`src/rtl/connect4_pkg.sv`:
```
`default_nettype none
// ============================================================================
//  Module      : connect4_pkg
//  Description : Shared constants for the Connect-4 game datapath: board
//                geometry, default player count and the turn sequencer
//                state encodings.
//  Revision    : 1.0 - initial release
// ============================================================================
package connect4_pkg;

    // Board geometry; a full board holds one piece per cell.
    localparam int BOARD_ROWS      = 6;
    localparam int BOARD_COLS      = 7;
    localparam int MAX_MOVES       = BOARD_ROWS * BOARD_COLS;

    // Classic two-player game unless the integrator asks for more.
    localparam int DEFAULT_PLAYERS = 2;

    // Turn sequencer states: PLAY accepts moves, DONE is locked until reset.
    typedef logic [0:0] seq_state_t;
    localparam seq_state_t c_ST_PLAY = 1'b0;
    localparam seq_state_t c_ST_DONE = 1'b1;

endpackage : connect4_pkg
`default_nettype wire

```
`src/rtl/turn_timeout_timer.sv`:
```
`default_nettype none
// ============================================================================
//  Module      : turn_timeout_timer
//  Description : Per-turn cycle counter. Counts while 'run' is high, returns
//                to zero on 'clear', and flags the last allowed cycle of a
//                turn on 'tc'. With TIMEOUT_CYCLES == 0 the counter is not
//                built and 'tc' is tied low.
//  Revision    : 1.0 - initial release
// ============================================================================
module turn_timeout_timer #(
    parameter int TIMEOUT_CYCLES = 0,
    parameter int TMR_W          = 1
) (
    input  logic clk,
    input  logic reset,
    input  logic run,
    input  logic clear,
    output logic tc
);

    generate
        if (TIMEOUT_CYCLES > 0) begin : g_timer
            // Terminal value: the turn is forfeited on the edge that sees it.
            localparam logic [TMR_W-1:0] c_LAST = TMR_W'(TIMEOUT_CYCLES - 1);

            logic [TMR_W-1:0] r_count;

            // Cycle counter: clear wins over run; the owner clears it on tc.
            always_ff @(posedge clk) begin
                if (!reset) begin
                    r_count <= '0;
                end else if (clear) begin
                    r_count <= '0;
                end else if (run) begin
                    r_count <= r_count + TMR_W'(1);
                end
            end

            assign tc = (r_count == c_LAST);
        end else begin : g_no_timer
            // Timeout disabled: keep the ports connected but inert.
            logic w_unused;
            assign w_unused = ^{clk, reset, run, clear};
            assign tc       = 1'b0;
        end
    endgenerate

endmodule : turn_timeout_timer
`default_nettype wire

```
`src/rtl/turn_sequencer.sv`:
```
`default_nettype none
// ============================================================================
//  Module      : turn_sequencer
//  Description : Rotates a one-hot current-player token among NUM_PLAYERS on
//                each committed move. Supports undo, move counting with
//                board-full detection, win lock with winner capture and an
//                optional per-turn timeout that forfeits the turn.
//                All outputs are registered (one-cycle latency).
//  Revision    : 1.0 - initial release
// ============================================================================
module turn_sequencer
    import connect4_pkg::*;
#(
    parameter int NUM_PLAYERS    = DEFAULT_PLAYERS,
    parameter int MAX_MOVES      = connect4_pkg::MAX_MOVES,
    parameter int TIMEOUT_CYCLES = 0
) (
    input  logic                              clk,
    input  logic                              reset,
    input  logic                              enable,
    input  logic                              undo,
    input  logic                              win,
    output logic [NUM_PLAYERS-1:0]            turn,
    output logic [$clog2(MAX_MOVES+1)-1:0]    move_count,
    output logic                              board_full,
    output logic                              game_over,
    output logic [NUM_PLAYERS-1:0]            winner,
    output logic                              timeout_pulse
);

    localparam int CNT_W = $clog2(MAX_MOVES + 1);
    localparam int TMR_W = (TIMEOUT_CYCLES > 0) ? $clog2(TIMEOUT_CYCLES + 1) : 1;

    localparam logic [CNT_W-1:0]       c_MAX_CNT  = CNT_W'(MAX_MOVES);
    localparam logic [CNT_W-1:0]       c_LAST_CNT = CNT_W'(MAX_MOVES - 1);
    localparam logic [NUM_PLAYERS-1:0] c_PLAYER0  = NUM_PLAYERS'(1);

    // ------------------------------------------------------------------
    // State and datapath registers with their next-value wires
    // ------------------------------------------------------------------
    seq_state_t             r_state;
    seq_state_t             w_state_nxt;
    logic [NUM_PLAYERS-1:0] r_turn;
    logic [NUM_PLAYERS-1:0] w_turn_nxt;
    logic [NUM_PLAYERS-1:0] r_winner;
    logic [NUM_PLAYERS-1:0] w_winner_nxt;
    logic [CNT_W-1:0]       r_count;
    logic [CNT_W-1:0]       w_count_nxt;
    logic                   r_full;
    logic                   w_full_nxt;
    logic                   r_over;
    logic                   w_over_nxt;
    logic                   r_pulse;
    logic                   w_pulse_nxt;

    // ------------------------------------------------------------------
    // Event decode (priority win > enable > undo > timeout)
    // ------------------------------------------------------------------
    logic                   w_play;
    logic                   w_win;
    logic                   w_move;
    logic                   w_back;
    logic                   w_tmo;
    logic                   w_tc;
    logic                   w_tmr_clear;
    logic [NUM_PLAYERS-1:0] w_rotl;
    logic [NUM_PLAYERS-1:0] w_rotr;

    assign w_play = (r_state == c_ST_PLAY);
    assign w_win  = w_play && win;
    // A committed move only counts while the board still has room.
    assign w_move = w_play && !win && enable && (r_count < c_MAX_CNT);
    // Undo is dropped whenever enable is present, and ignored on an empty board.
    assign w_back = w_play && !win && !enable && undo && (r_count != '0);
    // An ignored undo does not shield the turn from timing out.
    assign w_tmo  = w_play && !win && !enable && !w_back && w_tc;

    assign w_tmr_clear = w_move || w_back || w_tmo;

    // Left rotation hands the token to the next player; right goes back one.
    assign w_rotl = {r_turn[NUM_PLAYERS-2:0], r_turn[NUM_PLAYERS-1]};
    assign w_rotr = {r_turn[0], r_turn[NUM_PLAYERS-1:1]};

    // ------------------------------------------------------------------
    // Per-turn timeout counter; runs only while the game is live
    // ------------------------------------------------------------------
    turn_timeout_timer #(
        .TIMEOUT_CYCLES (TIMEOUT_CYCLES),
        .TMR_W          (TMR_W)
    ) u_timer (
        .clk   (clk),
        .reset (reset),
        .run   (w_play),
        .clear (w_tmr_clear),
        .tc    (w_tc)
    );

    // State register: PLAY out of reset, DONE locks until the next reset.
    always_ff @(posedge clk) begin
        if (!reset) begin
            r_state <= c_ST_PLAY;
        end else begin
            r_state <= w_state_nxt;
        end
    end

    // Next state: a win or the move that fills the board ends the game.
    always_comb begin
        w_state_nxt = r_state;
        case (r_state)
            c_ST_PLAY: begin
                if (w_win) begin
                    w_state_nxt = c_ST_DONE;
                end else if (w_move && (r_count == c_LAST_CNT)) begin
                    w_state_nxt = c_ST_DONE;
                end
            end
            c_ST_DONE: begin
                w_state_nxt = c_ST_DONE;
            end
            default: begin
                w_state_nxt = c_ST_PLAY;
            end
        endcase
    end

    // Output next values: hold by default, update on the single winning event.
    always_comb begin
        w_turn_nxt   = r_turn;
        w_count_nxt  = r_count;
        w_full_nxt   = r_full;
        w_over_nxt   = r_over;
        w_winner_nxt = r_winner;
        w_pulse_nxt  = 1'b0;

        if (w_win) begin
            w_winner_nxt = r_turn;
            w_over_nxt   = 1'b1;
        end

        if (w_move) begin
            w_turn_nxt  = w_rotl;
            w_count_nxt = r_count + CNT_W'(1);
            if (r_count == c_LAST_CNT) begin
                w_full_nxt = 1'b1;
                w_over_nxt = 1'b1;
            end
        end

        if (w_back) begin
            w_turn_nxt  = w_rotr;
            w_count_nxt = r_count - CNT_W'(1);
        end

        if (w_tmo) begin
            w_turn_nxt  = w_rotl;
            w_pulse_nxt = 1'b1;
        end

        // A corrupted token is repaired by handing the turn to player 0.
        if (!$onehot(r_turn)) begin
            w_turn_nxt = c_PLAYER0;
        end
    end

    // Output registers.
    always_ff @(posedge clk) begin
        if (!reset) begin
            r_turn   <= c_PLAYER0;
            r_count  <= '0;
            r_full   <= 1'b0;
            r_over   <= 1'b0;
            r_winner <= '0;
            r_pulse  <= 1'b0;
        end else begin
            r_turn   <= w_turn_nxt;
            r_count  <= w_count_nxt;
            r_full   <= w_full_nxt;
            r_over   <= w_over_nxt;
            r_winner <= w_winner_nxt;
            r_pulse  <= w_pulse_nxt;
        end
    end

    assign turn          = r_turn;
    assign move_count    = r_count;
    assign board_full    = r_full;
    assign game_over     = r_over;
    assign winner        = r_winner;
    assign timeout_pulse = r_pulse;

endmodule : turn_sequencer
`default_nettype wire

```
`config.mk`:
```
export PLATFORM = sky130hd
export DESIGN_NAME = turn_sequencer
export DESIGN_NICKNAME = d
export VERILOG_FILES = /design/src/rtl/connect4_pkg.sv /design/src/rtl/turn_timeout_timer.sv /design/src/rtl/turn_sequencer.sv
export SDC_FILE = /design/constraint.sdc
export NUM_CORES = 1
export LEC_CHECK = 0
export CAP_MARGIN = 20
export CORE_UTILIZATION = 55
export CTS_CLUSTER_SIZE = 40
export DETAILED_ROUTE_END_ITERATION = 8
export DONT_BUFFER_PORTS = 1
export GPL_ROUTABILITY_DRIVEN = 0
export HOLD_SLACK_MARGIN = 0.12
export PLACE_DENSITY = 0.8
export SYNTH_ARGS = -nofsm -noshare
export SYNTH_HDL_FRONTEND = slang
export SYNTH_HIERARCHICAL = 1
export SYNTH_SLANG_ARGS = --single-unit
```
`constraint.sdc`:
```
create_clock -name clk -period 6 [get_ports clk]
set_input_delay 1.2 -clock clk [delete_from_list [all_inputs] [get_ports clk]]
set_output_delay 1.2 -clock clk [all_outputs]
set_load 0.03 [all_outputs]
```
==> impl_metrics.csv, run 1 <==
group,metric,value,unit
yosys,synthCells,88,
sta,drv_slew,0,
die,rows,13,
power_and_ir_drop,p_comb_share,11.3,%
die,dieHeight,41.0,um
worst_setup_path,cp_top_family,"compound AO/OA/AOI/OAI gates",
power_and_ir_drop,vdd_drop_max,0.000160,V
sta,clock_skew,0.00116,ns
outcome,status,"finished clean",
clock_tree,clk_latency,0.27,ns
sta,rsz0062_at_grt,"false",
worst_setup_path,cpMaxStageDelayCell,"or4_4",
die,ios,18,
power_and_ir_drop,intPower,146,uW
global_route,grt_util_all_layers,21.8,%
clock_tree,cts_tree,"yes",
worst_setup_path,cp_common_cell,"a211o_1",
sta,setup_tns,0,ns
worst_setup_path,arrival,3.25,ns
sta,worst_pin_slew,0.558,ns
sta,post-route-period-util,50.9,%
cells_and_area,syn_to_final_growth,4.65,%
clock_tree,cts_sinks,14,
placed_design,place_area,837,um2
global_route,grt_pass1_wl,2420,um
sta,setup_ws,2.95,ns
clock_tree,clockBufferDepth,2,
clock_tree,clockRootBuffer,"clkbuf_4",
flow_run,maxCapViolations,0,
die,die_area,1680,um2
cells_and_area,register_area,280,um2
worst_setup_path,critPathBufInv,1,
global_route,antenna_found_initial,0,
worst_setup_path,path_cells,"or4_4 > o311ai_4 > inv_4 > ha_1 > a211o_1 > a211o_1 > a211o_1 > o211ai_1",
power_and_ir_drop,switching_share,27.9,%
power_and_ir_drop,p_leak,0.369,nW
power_and_ir_drop,p_per_area,231,nW/um2
clock_tree,cts_hold_buf,0,
clock_tree,numCtsBuffers,3,
detailed_routing,drc,0,
detailed_routing,num_vias,683,
power_and_ir_drop,total_power,202,uW
detailed_routing,dr.pass1.iters,4,
worst_setup_path,startpoint_type,"register",
cells_and_area,n_fill_cell,114,
worst_setup_path,worstPathMaxFanout,10,
power_and_ir_drop,p_clk_share,33.5,%
detailed_routing,wl_per_cell,15.4,um
sta,finalSetupViolations,0,
cells_and_area,fin_area,873,um2
sta,hold_viol,0,
yosys,syn_avg_cell_area,9.48,um2
clock_tree,cts-htree-levels,1,
detailed_routing,drtIter0Drc,18,
cells_and_area,multiInputGateArea,517,um2
yosys,yosys_warnings,6,
sta,fmax,0.327,GHz
cells_and_area,final_nets,100,
worst_setup_path,worstSetupPathType,"reg2reg",
placed_design,port_buffers,0,
cells_and_area,drive_gt1_share,16.9,%
global_route,grt_overflow,0,
clock_tree,clkTransAtPathRegs,0.09,ns
yosys,netlist_area,835,um2
detailed_routing,ant_nets,0,
die,core_area,1350,um2
detailed_routing,avgViaCountPerCell,6.57,
power_and_ir_drop,switchingPower,56.2,uW
worst_setup_path,endpoint_kind,"register",
die,initial_core_util,61.8,%
die,die_w,41.0,um
min_path,hp-class,"reg2reg",
detailed_routing,wirelength,1610,um
cells_and_area,antennaDiodeCount,0,
global_route,grt_max_degree,11,
yosys,syn_nets,98,
clock_tree,post_cts_buffers,0,
worst_setup_path,crit_required,6.20,ns
global_route,grt_pass1_vias,572,
sta,min_period,3.05,ns
power_and_ir_drop,p_seq_share,55.2,%
sta,slew_headroom,62.7,%
clock_tree,ctsResizeCount,0,
placed_design,pre_cts_ws,2.74,ns
worst_setup_path,slowest_delay,0.61,ns
placed_design,dp_hpwl,1250,um
-- registers in the layout, indices dropped and copies added (netlist names) --
name,flops
board_full,1
game_over,1
move_count,6
r_state,1
timeout_pulse,1
turn,2
winner,2
-- routing by layer --
metal  up-vias  wire length, um  global-route usage (%)
met5         -                0                       0
li1        334                -                       -
met1       323              740                    27.2
met3         2              113                    7.61
met4         0                6                    5.00
met2        24              745                    35.5
-- through the flow --
stage	hold slack, ns	util, %	instances
6_report	0.562	64.7	104
5_1_grt	0.592	64.7	104
4_1_cts	0.565	64.7	104
3_5_place_dp	0.544	62.0	100
3_3_place_gp	0.533	62.0	100
2_1_floorplan	0.512	-	88
-- power groups by stage --
| stage | sequential [mW] | clock [mW] | combinational, mW |
|---|---|---|---|
| after floorplan | 0.112 | 0 | 0.0215 |
| after global placement | 0.114 | 0 | 0.0224 |
| after detailed placement | 0.114 | 0 | 0.0229 |
| after CTS | 0.111 | 0.0688 | 0.0229 |
| after global routing | 0.113 | 0.0734 | 0.0252 |
| final | 0.111 | 0.0675 | 0.0228 |
-- path summary, 6_finish.rpt --
check	from	to	slack (ns)	depth (start not counted)
setup reg to reg	move_count[1]$_SDFFE_PN0P_	move_count[5]$_SDFFE_PN0P_	2.95	8
setup / recovery	move_count[1]$_SDFFE_PN0P_	move_count[5]$_SDFFE_PN0P_	2.95	8
hold / removal	r_state$_SDFF_PN0_	r_state$_SDFF_PN0_	0.56	1
hold reg to reg	r_state$_SDFF_PN0_	r_state$_SDFF_PN0_	0.56	1
-- cells in the final DEF (no fill, tap or decap), types with 2 or more instances in the layout --
cell type and n:
and2_1 2, nor3_1 6, nand3_1 3, o21a_1 3, nand3b_1 2, and3_2 2, a211oi_1 2, ha_1 4
clkbuf_4 3, dfxtp_1 14, nor2_1 3, a21oi_1 3, a211o_1 3, o211ai_1 3, nor2b_1 2, inv_1 3
o21ai_0 2, mux2i_1 3, o31a_1 2, nand2_1 3
-- final cells by class --
type / count / area share, %
multi-input combinational: 66 / 59.2
sequential: 14 / 32.1
clock buffer: 4 / 4.15
inverter: 5 / 2.44
tap: 15 / 2.15
Note: power is estimated with default switching activity, not from simulation.
==> inputs of run 2 (changes only) <==
--- a/config.mk
+++ b/config.mk
@@ -6,13 +6,13 @@
 export NUM_CORES = 1
 export LEC_CHECK = 0
 export CAP_MARGIN = 20
-export CORE_UTILIZATION = 55
+export CORE_UTILIZATION = 54
 export CTS_CLUSTER_SIZE = 40
 export DETAILED_ROUTE_END_ITERATION = 8
 export DONT_BUFFER_PORTS = 1
 export GPL_ROUTABILITY_DRIVEN = 0
 export HOLD_SLACK_MARGIN = 0.12
-export PLACE_DENSITY = 0.8
+export PLACE_DENSITY = 0.82
 export SYNTH_ARGS = -nofsm -noshare
 export SYNTH_HDL_FRONTEND = slang
 export SYNTH_HIERARCHICAL = 1
==> constraint.sdc (replaced) <==
create_clock -name clk -period 2.8 [get_ports clk]
set_input_delay 0.56 -clock clk [delete_from_list [all_inputs] [get_ports clk]]
set_output_delay 0.56 -clock clk [all_outputs]
set_load 0.03 [all_outputs]
==> run 2 against run 1 <==
  * Non-clock buffer count up 7
  * Cell area is 4.7% higher
  * Setup slack lost 2.8 ns
  * Largest power group unchanged
==> impl_metrics.csv, run 2 (same netlist as run 1, synthesis figures left out) <==
group,metric,value,unit
outcome,status,"finished clean",
detailed_routing,ant_nets,0,
detailed_routing,drtIter0Drc,26,
worst_setup_path,crit_required,3.00,ns
clock_tree,numCtsBuffers,3,
cells_and_area,final_nets,107,
global_route,grt_util_all_layers,25.7,%
worst_setup_path,cp_common_cell,"a211o_1",
detailed_routing,drc,0,
die,dieHeight,41.3,um
placed_design,dp_hpwl,1570,um
sta,setup_tns,0,ns
worst_setup_path,worstPathMaxFanout,10,
sta,hold_viol,0,
cells_and_area,register_area,283,um2
worst_setup_path,arrival,2.88,ns
worst_setup_path,cpMaxStageDelayCell,"or4_4",
clock_tree,ctsResizeCount,0,
die,rows,13,
global_route,antenna_found_initial,0,
cells_and_area,largest_register_ffs,6,
die,initial_core_util,61.1,%
worst_setup_path,cp_top_family,"compound AO/OA/AOI/OAI gates",
sta,min_period,2.68,ns
detailed_routing,wirelength,1970,um
clock_tree,post_cts_buffers,0,
detailed_routing,wl_per_cell,17.9,um
clock_tree,cts_tree,"yes",
detailed_routing,dr.pass1.iters,5,
die,ios,18,
min_path,hp-class,"in2reg",
sta,finalSetupViolations,0,
power_and_ir_drop,p_leak,0.399,nW
die,die_area,1710,um2
die,core_area,1370,um2
cells_and_area,most-common-layout-cells,"12 x dfxtp_1, 7 x buf_4, 6 x nor3_1, 4 x ha_1",
global_route,grt_pass1_wl,2850,um
clock_tree,cts_hold_buf,0,
power_and_ir_drop,total_power,405,uW
clock_tree,clockBufferDepth,2,
detailed_routing,num_vias,786,
worst_setup_path,path_cells,"or4_4 > o311ai_4 > inv_4 > ha_1 > a211o_1 > a211o_1 > a211o_1 > o211ai_1",
clock_tree,clockRootBuffer,"clkbuf_4",
placed_design,port_buffers,0,
cells_and_area,multiInputGateArea,517,um2
worst_setup_path,worstSetupPathType,"reg2reg",
sta,rsz0062_at_grt,"false",
cells_and_area,n_fill_cell,108,
global_route,grt_overflow,0,
sta,post-route-period-util,95.8,%
detailed_routing,avgViaCountPerCell,7.15,
cells_and_area,drive_gt1_share,24.2,%
worst_setup_path,critPathBufInv,1,
sta,fmax,0.373,GHz
clock_tree,clkTransAtPathRegs,0.08,ns
clock_tree,clk_latency,0.27,ns
power_and_ir_drop,p_per_area,443,nW/um2
cells_and_area,final_common_cell,"dfxtp_1",
sta,clock_skew,0.00326,ns
clock_tree,cts_sinks,14,
cells_and_area,antennaDiodeCount,0,
flow_run,maxCapViolations,0,
die,die_w,41.3,um
sta,drv_slew,0,
worst_setup_path,startpoint_type,"register",
global_route,grt_max_degree,11,
power_and_ir_drop,vdd_drop_max,0.000349,V
global_route,grt_pass1_vias,672,
clock_tree,cts-htree-levels,1,
worst_setup_path,endpoint_kind,"register",
worst_setup_path,slowest_delay,0.55,ns
cells_and_area,syn_to_final_growth,9.60,%
run 2: cell types whose count changed in the layout (fill, tap and decap cells not counted):
cell,before,now
buf_4,0,7
dfxtp_1,14,12
dfxtp_2,0,2
clkbuf_8,1,0
run 2: report_power, final:
part | switching, mW | internal [mW] | leakage, nW
Combinational | 0.0400 | 0.0290 | 0.270
Sequential | 0.0196 | 0.209 | 0.115
Clock | 0.0574 | 0.0497 | 0.0138
run 2: worst paths after layout:
path | startpoint | depth (start not counted) | to | slack (ns)
max | move_count[1]$_SDFFE_PN0P_ | 8 | move_count[5]$_SDFFE_PN0P_ | 0.12
min | reset | 1 | board_full$_SDFFE_PN0P_ | 0.41
max reg2reg | move_count[1]$_SDFFE_PN0P_ | 8 | move_count[5]$_SDFFE_PN0P_ | 0.12
min reg2reg | r_state$_SDFF_PN0_ | 1 | r_state$_SDFF_PN0_ | 0.59
run 2: area by class of cell:
class                   instances  area share [%]
inverters                       5            2.33
well taps                      15            2.05
multi-input cells              66            56.5
repair buffers                  7            5.75
flip-flops and latches         14            30.9
clock buffers                   3            2.46
run 2: per-stage QoR:
| stage | hold WS, ns | cell area [um2] | utilization, % | instances | setup slack [ns] |
|---|---|---|---|---|---|
| floorplan | 0.512 | 837 | - | 88 | 0.0180 |
| global route | 0.394 | 915 | 66.9 | 110 | 0.0492 |
| global placement | 0.529 | 892 | 65.3 | 107 | 0.200 |
| CTS | 0.405 | 915 | 66.9 | 110 | 0.122 |
| detailed placement | 0.574 | 892 | 65.3 | 107 | 0.151 |
| finish | 0.406 | 915 | 66.9 | 110 | 0.117 |
run 2: worst reg2reg max path, cell delays in order, from the launching register on:
cell and delay (ns):
dfxtp_2 0.33, or4_4 0.55, o311ai_4 0.33, inv_4 0.12, ha_1 0.31, a211o_1 0.31
a211o_1 0.30, a211o_1 0.27, o211ai_1 0.09
run 2: routing by layer:
metal / vias up / part of all wire, % / global-route usage (%)
li1: 347 / - / -
met1: 364 / 38 / 28.9
met2: 62 / 49 / 50.4
met3: 13 / 11 / 5.85
met4: 0 / 2.3 / 1.61
met5: - / 0 / 0
==> inputs of run 3 (changes only) <==
--- a/config.mk
+++ b/config.mk
@@ -6,6 +6,7 @@
 export NUM_CORES = 1
 export LEC_CHECK = 0
 export CAP_MARGIN = 20
+export CORE_MARGIN = 2
 export CORE_UTILIZATION = 54
 export CTS_CLUSTER_SIZE = 40
 export DETAILED_ROUTE_END_ITERATION = 8
==> run 3 against run 2 <==
  * Largest power group unchanged
  * Critical endpoint unchanged
  * Power rose by 10%
  * Non-clock buffer count stayed put
  * Register-to-register slack about the same
  * Clock skew increased by 0.0083 ns
  * Final cell count increased by 1.8%
  * Largest cell class unchanged
  * Die area up 9.9%
  * Routed wire length shrank 1.5%
  * Flip-flop and latch count did not move
  * Cell area is 1.6% higher
  * Combinational power down 0.9%
  * Fmax up 0.46%
==> impl_metrics.csv, run 3 (same netlist as run 1, synthesis figures left out) <==
group,metric,value,unit
worst_setup_path,worstPathMaxFanout,10,
detailed_routing,drc,0,
clock_tree,cts_tree,"yes",
global_route,antenna_found_initial,0,
worst_setup_path,crit_required,3.01,ns
die,dieHeight,43.3,um
sta,post-route-period-util,95.4,%
worst_setup_path,rrSetupSlack,0.13,ns
worst_setup_path,endpoint_kind,"register",
detailed_routing,wl_per_cell,17.3,um
sta,min_period,2.67,ns
global_route,grt_pass1_vias,792,
cells_and_area,antennaDiodeCount,0,
placed_design,dp_hpwl,1430,um
cells_and_area,final_common_cell,"dfxtp_1",
sta,clock_skew,0.0116,ns
placed_design,port_buffers,0,
placed_design,place_area,893,um2
worst_setup_path,crit_path_end,"move_count[5]$_SDFFE_PN0P_",
detailed_routing,drtIter0Drc,25,
power_and_ir_drop,p_seq_share,51.3,%
power_and_ir_drop,vdd_drop_max,0.000252,V
power_and_ir_drop,switchingPower,128,uW
worst_setup_path,crit-reg2reg-launch,"move_count[1]$_SDFFE_PN0P_",
worst_setup_path,startpoint_type,"register",
die,die_area,1880,um2
sta,rsz0062_at_grt,"false",
detailed_routing,wirelength,1940,um
clock_tree,cts-htree-levels,1,
flow_run,maxCapViolations,0,
power_and_ir_drop,p_clk_share,33.4,%
detailed_routing,avgViaCountPerCell,6.82,
cells_and_area,final_nets,107,
cells_and_area,most-common-layout-cells,"12 x dfxtp_1, 7 x buf_4, 6 x nor3_1, 4 x ha_1",
worst_setup_path,worstSetupPathType,"reg2reg",
power_and_ir_drop,intPower,317,uW
cells_and_area,syn_to_final_growth,11.4,%
cells_and_area,n_fill_cell,132,
clock_tree,numCtsBuffers,3,
sta,finalHoldWorstSlack,0.397,ns
power_and_ir_drop,switching_share,28.8,%
cells_and_area,register_area,283,um2
worst_setup_path,worstRegToRegCells,8,
cells_and_area,multiInputGateArea,517,um2
cells_and_area,fin_area,930,um2
die,ios,18,
power_and_ir_drop,p_comb_share,15.4,%
clock_tree,clk_latency,0.28,ns
worst_setup_path,arrival,2.88,ns
power_and_ir_drop,p_per_area,479,nW/um2
cells_and_area,drive_gt1_share,25.0,%
worst_setup_path,startpoint,"move_count[1]$_SDFFE_PN0P_",
die,die_w,43.3,um
placed_design,pre_cts_ws,0.161,ns
sta,hold_viol,0,
detailed_routing,ant_nets,0,
sta,setup_tns,0,ns
global_route,grt_overflow,0,
clock_tree,cts_hold_buf,0,
power_and_ir_drop,total_power,445,uW
global_route,grt_max_degree,11,
detailed_routing,dr.pass1.iters,4,
min_path,hp-class,"in2reg",
die,rows,14,
global_route,grt_pass1_wl,3300,um
die,core_area,1470,um2
sta,finalSetupViolations,0,
clock_tree,clkTransAtPathRegs,0.10,ns
clock_tree,cts_sinks,14,
die,initial_core_util,56.7,%
clock_tree,post_cts_buffers,0,
sta,drv_slew,0,
sta,setup_ws,0.129,ns
worst_setup_path,reg2reg_to,"move_count[5]$_SDFFE_PN0P_",
clock_tree,ctsResizeCount,0,
clock_tree,clockRootBuffer,"clkbuf_4",
detailed_routing,num_vias,764,
cells_and_area,largest_register_ffs,6,
sta,fmax,0.374,GHz
power_and_ir_drop,p_leak,0.406,nW
global_route,grt_util_all_layers,23.3,%
outcome,status,"finished clean",
clock_tree,clockBufferDepth,2,
[run 3: cell count changes in the layout (fill, tap and decap cells not counted)]
cell      before  now
clkbuf_8       0    1
[run 3: worst min path at each step]
stage	from	to	slack, ns	cells after the start
final	reset	r_state$_SDFF_PN0_	0.40	1
after CTS	reset	board_full$_SDFFE_PN0P_	0.39	1
after global routing	reset	board_full$_SDFFE_PN0P_	0.39	1
after global placement	r_state$_SDFF_PN0_	r_state$_SDFF_PN0_	0.53	1
after floorplan	r_state$_SDFF_PN0_	r_state$_SDFF_PN0_	0.51	1
after detailed placement	r_state$_SDFF_PN0_	r_state$_SDFF_PN0_	0.57	1
[run 3: layout make-up]
| type | count | share of cell area (%) |
|---|---|---|
| multi-input combinational | 66 | 55.6 |
| tap | 16 | 2.15 |
| inverter | 5 | 2.29 |
| sequential | 14 | 30.4 |
| clock buffer | 4 | 3.90 |
| timing repair buffer | 7 | 5.65 |
[run 3: per-layer routing]
layer  part of all wire [%]  routed length [um]  track usage [%]  up-vias
met3                    7.9                 154             4.26       16
met5                      0                   0                0        -
met2                     48                 930             38.5       47
met4                    3.2                  62             13.9        0
met1                     41                 796             28.0      355
li1                       -                   -                -      346
[run 3: through the flow]
step / util (%) / std cells
floorplan: - / 88
global placement: 60.7 / 108
detailed placement: 60.7 / 108
CTS: 63.2 / 112
global route: 63.2 / 112
finish: 63.2 / 112
[run 3: power by group through the flow]
stage / clock (mW) / combinational [mW] / sequential [mW]
after floorplan: 0 / 0.0461 / 0.240
after global placement: 0 / 0.0655 / 0.232
after detailed placement: 0 / 0.0674 / 0.232
after CTS: 0.150 / 0.0679 / 0.228
after global routing: 0.157 / 0.0746 / 0.230
final: 0.148 / 0.0684 / 0.228
[run 3: worst max-delay path: stages (launching register included)]
cell	delay, ns
dfxtp_2	0.33
or4_4	0.54
o311ai_4	0.34
inv_4	0.13
ha_1	0.31
a211o_1	0.32
a211o_1	0.29
a211o_1	0.26
o211ai_1	0.09
